## src/rtl/pipe_stage_reg_if.sv

```systemverilog
// rtl/pipe_stage_reg_if.sv - upstream/downstream handshake bundle for one pipeline stage register
interface pipe_stage_reg_if #(
    parameter int WIDTH = 32
);
    logic             in_valid;
    logic             in_ready;
    logic [WIDTH-1:0] in_data;
    logic             out_valid;
    logic             out_ready;
    logic [WIDTH-1:0] out_data;

    // master: the surrounding pipeline (producer on the input side, consumer on the output side)
    modport master (
        output in_valid,
        output in_data,
        output out_ready,
        input  in_ready,
        input  out_valid,
        input  out_data
    );

    // slave: the stage register itself
    modport slave (
        input  in_valid,
        input  in_data,
        input  out_ready,
        output in_ready,
        output out_valid,
        output out_data
    );
endinterface

```

## src/rtl/pipe_stage_reg.sv

```systemverilog
// rtl/pipe_stage_reg.sv - valid/ready pipeline stage register with flush and optional skid entry
module pipe_stage_reg #(
    parameter int WIDTH = 32,
    parameter bit SKID  = 1'b1
) (
    input  logic                   clk,
    input  logic                   reset,
    input  logic                   flush,
    pipe_stage_reg_if.slave        bus,
    output logic [1:0]             count
);

    typedef enum logic [1:0] {
        EMPTY = 2'd0,
        BUSY  = 2'd1,
        FULL  = 2'd2
    } state_t;

    state_t           r_state;
    state_t           w_state_nxt;
    logic [WIDTH-1:0] r_main;
    logic [WIDTH-1:0] r_skid;
    logic [WIDTH-1:0] w_main_nxt;
    logic [WIDTH-1:0] w_skid_nxt;
    logic             w_ready_raw;
    logic             w_in_ready;
    logic             w_in_fire;
    logic             w_out_fire;

    // In skid mode ready comes only from state flops, so out_ready never reaches in_ready;
    // without the skid entry a stalled main register can only be refilled if it drains this cycle.
    generate
        if (SKID) begin : g_skid_ready
            assign w_ready_raw = (r_state != FULL);
        end else begin : g_pass_ready
            assign w_ready_raw = (r_state == EMPTY) | bus.out_ready;
        end
    endgenerate

    // Outputs are forced idle while reset is held low, even before the first reset edge lands.
    assign w_in_ready    = reset & w_ready_raw;
    assign w_in_fire     = bus.in_valid & w_in_ready;
    assign w_out_fire    = (r_state != EMPTY) & bus.out_ready;
    assign bus.in_ready  = w_in_ready;
    assign bus.out_valid = reset & (r_state != EMPTY);
    assign bus.out_data  = reset ? r_main : '0;

    // Entry count decoded from the state, zero while in reset.
    always_comb begin
        count = 2'd0;
        if (reset) begin
            unique case (r_state)
                BUSY:    count = 2'd1;
                FULL:    count = 2'd2;
                default: count = 2'd0;
            endcase
        end
    end

    // Next-state and storage update; flush overrides the handshake and discards any same-cycle accept.
    always_comb begin
        w_state_nxt = r_state;
        w_main_nxt  = r_main;
        w_skid_nxt  = r_skid;
        unique case (r_state)
            EMPTY: begin
                if (w_in_fire) begin
                    w_state_nxt = BUSY;
                    w_main_nxt  = bus.in_data;
                end
            end
            BUSY: begin
                if (w_in_fire && w_out_fire) begin
                    w_main_nxt = bus.in_data;
                end else if (w_in_fire && SKID) begin
                    w_state_nxt = FULL;
                    w_skid_nxt  = bus.in_data;
                end else if (w_out_fire) begin
                    w_state_nxt = EMPTY;
                    w_main_nxt  = '0;
                end
            end
            FULL: begin
                if (bus.out_ready) begin
                    w_state_nxt = BUSY;
                    w_main_nxt  = r_skid;
                    w_skid_nxt  = '0;
                end
            end
            default: begin
                w_state_nxt = EMPTY;
                w_main_nxt  = '0;
                w_skid_nxt  = '0;
            end
        endcase
        if (flush) begin
            w_state_nxt = EMPTY;
            w_main_nxt  = '0;
            w_skid_nxt  = '0;
        end
    end

    // State and payload registers with synchronous active-low reset.
    always_ff @(posedge clk) begin
        if (!reset) begin
            r_state <= EMPTY;
            r_main  <= '0;
            r_skid  <= '0;
        end else begin
            r_state <= w_state_nxt;
            r_main  <= w_main_nxt;
            r_skid  <= w_skid_nxt;
        end
    end

endmodule

```

## src/flat_wrapper.sv

```systemverilog
// flat-port wrapper written by rule: the top's interface ports become plain ports
module pipe_stage_reg_flat 
#(
    parameter int WIDTH = 32,
    parameter bit SKID  = 1'b1
)
  (clk, reset, flush, count, bus_in_valid, bus_in_data, bus_out_ready, bus_in_ready, bus_out_valid, bus_out_data);
  pipe_stage_reg_if #(.WIDTH(WIDTH)) bus_i ();
  input  logic clk;
  input  logic reset;
  input  logic flush;
  output logic [1:0] count;
  input wire logic [$bits(bus_i.in_valid)-1:0] bus_in_valid;
  input wire logic [$bits(bus_i.in_data)-1:0] bus_in_data;
  input wire logic [$bits(bus_i.out_ready)-1:0] bus_out_ready;
  output wire logic [$bits(bus_i.in_ready)-1:0] bus_in_ready;
  output wire logic [$bits(bus_i.out_valid)-1:0] bus_out_valid;
  output wire logic [$bits(bus_i.out_data)-1:0] bus_out_data;
  assign bus_i.in_valid = bus_in_valid;
  assign bus_i.in_data = bus_in_data;
  assign bus_i.out_ready = bus_out_ready;
  assign bus_in_ready = bus_i.in_ready;
  assign bus_out_valid = bus_i.out_valid;
  assign bus_out_data = bus_i.out_data;
  pipe_stage_reg #(.WIDTH(WIDTH), .SKID(SKID)) u_core (.clk(clk), .reset(reset), .flush(flush), .bus(bus_i), .count(count));
endmodule
```

## config.mk

```make
export PLATFORM = sky130hd
export DESIGN_NAME = pipe_stage_reg_flat
export DESIGN_NICKNAME = d
export VERILOG_FILES = /design/src/rtl/pipe_stage_reg_if.sv /design/src/rtl/pipe_stage_reg.sv /design/src/flat_wrapper.sv
export SDC_FILE = /design/constraint.sdc
export NUM_CORES = 1
export LEC_CHECK = 0
export ABC_AREA = 1
export BUFFER_PORTS_ARGS = -buffer_cell sky130_fd_sc_hd__buf_2
export CAP_MARGIN = 40
export CORE_UTILIZATION = 55
export CTS_BUF_LIST = sky130_fd_sc_hd__clkbuf_8
export DETAILED_ROUTE_END_ITERATION = 6
export GPL_TIMING_DRIVEN = 0
export MAX_ROUTING_LAYER = met4
export PLACE_DENSITY = 0.79
export SLEW_MARGIN = 25
export SYNTH_ARGS = -nofsm -noshare
export SYNTH_HDL_FRONTEND = slang
export SYNTH_SLANG_ARGS = --single-unit
```

## constraint.sdc

```tcl
create_clock -name clk -period 2.94 [get_ports clk]
set_clock_uncertainty 0.1 [all_clocks]
set_input_delay 0.441 -clock clk [delete_from_list [all_inputs] [get_ports clk]]
set_output_delay 0.441 -clock clk [all_outputs]
set_load 0.005 [all_outputs]
```

==> flow_metrics.env <==
export IMPL_status="complete, but fails checks"
export IMPL_violations="design-rule violations"
export IMPL_setup_viol=0
export IMPL_grt_pass1_wl_um=16300
export IMPL_wl_per_cell_um=11.7
export IMPL_cts_hold_buf=0
export IMPL_cts_tree="built"
export IMPL_cp_end_kind="output pin"
export IMPL_slew_limit_headroom_pct=61.8
export IMPL_fmax_mhz=428
export IMPL_ctsRootBufferMaster="clkbuf_8"
export IMPL_critical_path_arrival_ns=1.80
export IMPL_dp_hpwl_um=6890
export IMPL_worstSetupStartpointType="flop"
export IMPL_cts_resized=0
export IMPL_slew_viol_final=0
export IMPL_yosysWarnings=0
export IMPL_rows=29
export IMPL_post_cts_buffers=0
export IMPL_p_per_area_nw_per_um2=417
export IMPL_io_pins=73
export IMPL_globalRouteTotalUtil_pct=29.6
export IMPL_clockBufferDepth=2
export IMPL_hold_viol_final=0
export IMPL_maxCapViolations=0
export IMPL_area_growth_pct=16.4
export IMPL_drt_total_wl_um=9620
export IMPL_final_common_cell="nand2_1"
export IMPL_grt_max_degree=11
export IMPL_drtIter0Drc=298
export IMPL_ir_drop_mv=0.288
export IMPL_firstDrtPassIters=7
export IMPL_finalNetCount=775
export IMPL_postSynthCellCount=656
export IMPL_viasPerCell=4.92
export IMPL_htree_levels=3
export IMPL_netlist_cell_type_count=20
export IMPL_diodes=0
export IMPL_dp_slack_ns=0.924
export IMPL_die_x_um=84.9
export IMPL_min_period_ns=2.34
export IMPL_tns_ns=0
export IMPL_start_util_pct=58.2
export IMPL_critPathKind="reg -> out"
export IMPL_die_h_um=84.9
export IMPL_layout_setup_ws_ns=0.603
export IMPL_clk_pin_slew_worst_paths_ns=0.07
export IMPL_crit_required_ns=2.40
export IMPL_hold_path_class="in -> reg"
export IMPL_path_max_fanout=10
export IMPL_multi_input_area_um2=1750
export IMPL_vias=4026
export IMPL_ant_nets=0
export IMPL_rsz0062_at_grt="false"
export IMPL_clk_latency_ns=0.35
export IMPL_cts_buffers=9
export IMPL_ys_seq_area_share_pct=34.9
export IMPL_antenna_found_initial=0
export IMPL_layout_drive_gt1_share_pct=15.9
export IMPL_fillers=622
export IMPL_cts_sinks=66
export IMPL_place_congestion=0.858
export IMPL_grt_pass1_vias=3673
export IMPL_layout_common_cells="230 x nand2_1, 142 x inv_1, 98 x nor2_1, 83 x buf_2, 66 x dfxtp_1"
export IMPL_whs_path_depth=4
export IMPL_finalCritPeriodShare_pct=79.5
export IMPL_regArea_um2=1320
export IMPL_synth_fp_nets=693
export IMPL_die_area_um2=7210
export IMPL_avgSynthCellArea_um2=5.76
export IMPL_reg2reg_depth=9
export IMPL_synth_seq_cells=66
export IMPL_syn_area_um2=3780
export IMPL_worst_pin_slew_ns=0.574
export IMPL_portBuffers=71
export IMPL_coreArea_um2=6490
export IMPL_drcViolationCount=4
export IMPL_grt_ovfl_total=0
export IMPL_power_leakage_nw=2.69
[where the power goes]
part	leakage [nW]	switching (mW)	total, mW	internal [mW]
registers	0.534	0.00777	0.917	0.910
clock network	0.0961	0.348	0.688	0.340
logic	2.06	0.150	0.231	0.0806
total	2.69	0.506	1.84	1.33
[layer usage]
metal	routed length (µm)	global-route usage [%]	part of all wire [%]
met3	543	5.54	5.6
met4	204	10.8	2.1
met2	4510	49.7	47
met5	0	-	0
met1	4360	35.5	45
[logic make-up (layout without fill, tap and decap cells)]
kind of cell / after synthesis / in the layout / synth area share (%)
simple gates: 345 / 345 / 36.4
buf+inv: 179 / 265 / 18.8
compound gates: 66 / 66 / 9.89
flops: 66 / 66 / 34.9
[cell usage after synthesis]
cell type	number	area, µm²
buf_2	12	60.1
nand2_2	3	18.8
nand2_1	230	863
inv_1	141	529
nand4_1	6	37.5
nor2_4	2	22.5
dfxtp_1	66	1320
nor2_2	1	6.26
clkbuf_1	12	45.0
o22ai_1	32	200
a21oi_1	33	165
nand3_2	2	20.0
clkinv_1	1	3.75
nand2_4	2	22.5
buf_1	4	15.0
nand3_4	1	17.5
a31o_2	1	8.76
nor2_1	98	368
buf_4	6	45.0
inv_2	3	11.3
[worst max-delay path: stages, from the launching register on]
cell      delay (ns)
dfxtp_1         0.38
inv_2           0.09
nor2_4          0.14
clkinv_1        0.23
clkbuf_1        0.33
nor2_1          0.15
buf_2           0.12
[state kept, by name, summed over array words and instances (netlist names)]
signal	count
u_core.r_main	32
u_core.r_state	2
u_core.r_skid	32
[final timing paths]
path	startpoint	end	slack, ns
worst min-delay path	flush	u_core.r_skid[25]	0.31
worst max register to register	u_core.r_state[0]	u_core.r_main[4]	1.04
worst min register to register	u_core.r_main[5]	u_core.r_main[5]	0.37
worst max-delay path	u_core.r_state[0]	count[0]	0.60
[layout make-up]
type / count / area share [%]
plain buffers: 34 / 3.75
clock inverters: 4 / 0.426
multi-input cells: 411 / 39.8
flip-flops and latches: 66 / 30.0
clock buffers: 11 / 3.44
repair buffers: 71 / 8.07
inverters: 145 / 12.4
well taps: 77 / 2.19
[per-stage QoR]
stage | cell area [µm²] | hold slack (ns) | cells | util (%) | power [mW]
after floorplan | 3780 | 0.345 | 656 | - | 1.09
after global placement | 4230 | 0.353 | 804 | 65.2 | 1.16
after detailed placement | 4230 | 0.359 | 804 | 65.2 | 1.17
after CTS | 4400 | 0.304 | 819 | 67.8 | 1.84
after global routing | 4400 | 0.325 | 819 | 67.8 | 1.91
final | 4400 | 0.311 | 819 | 67.8 | 1.84
Note: power is estimated with default switching activity, not from simulation.
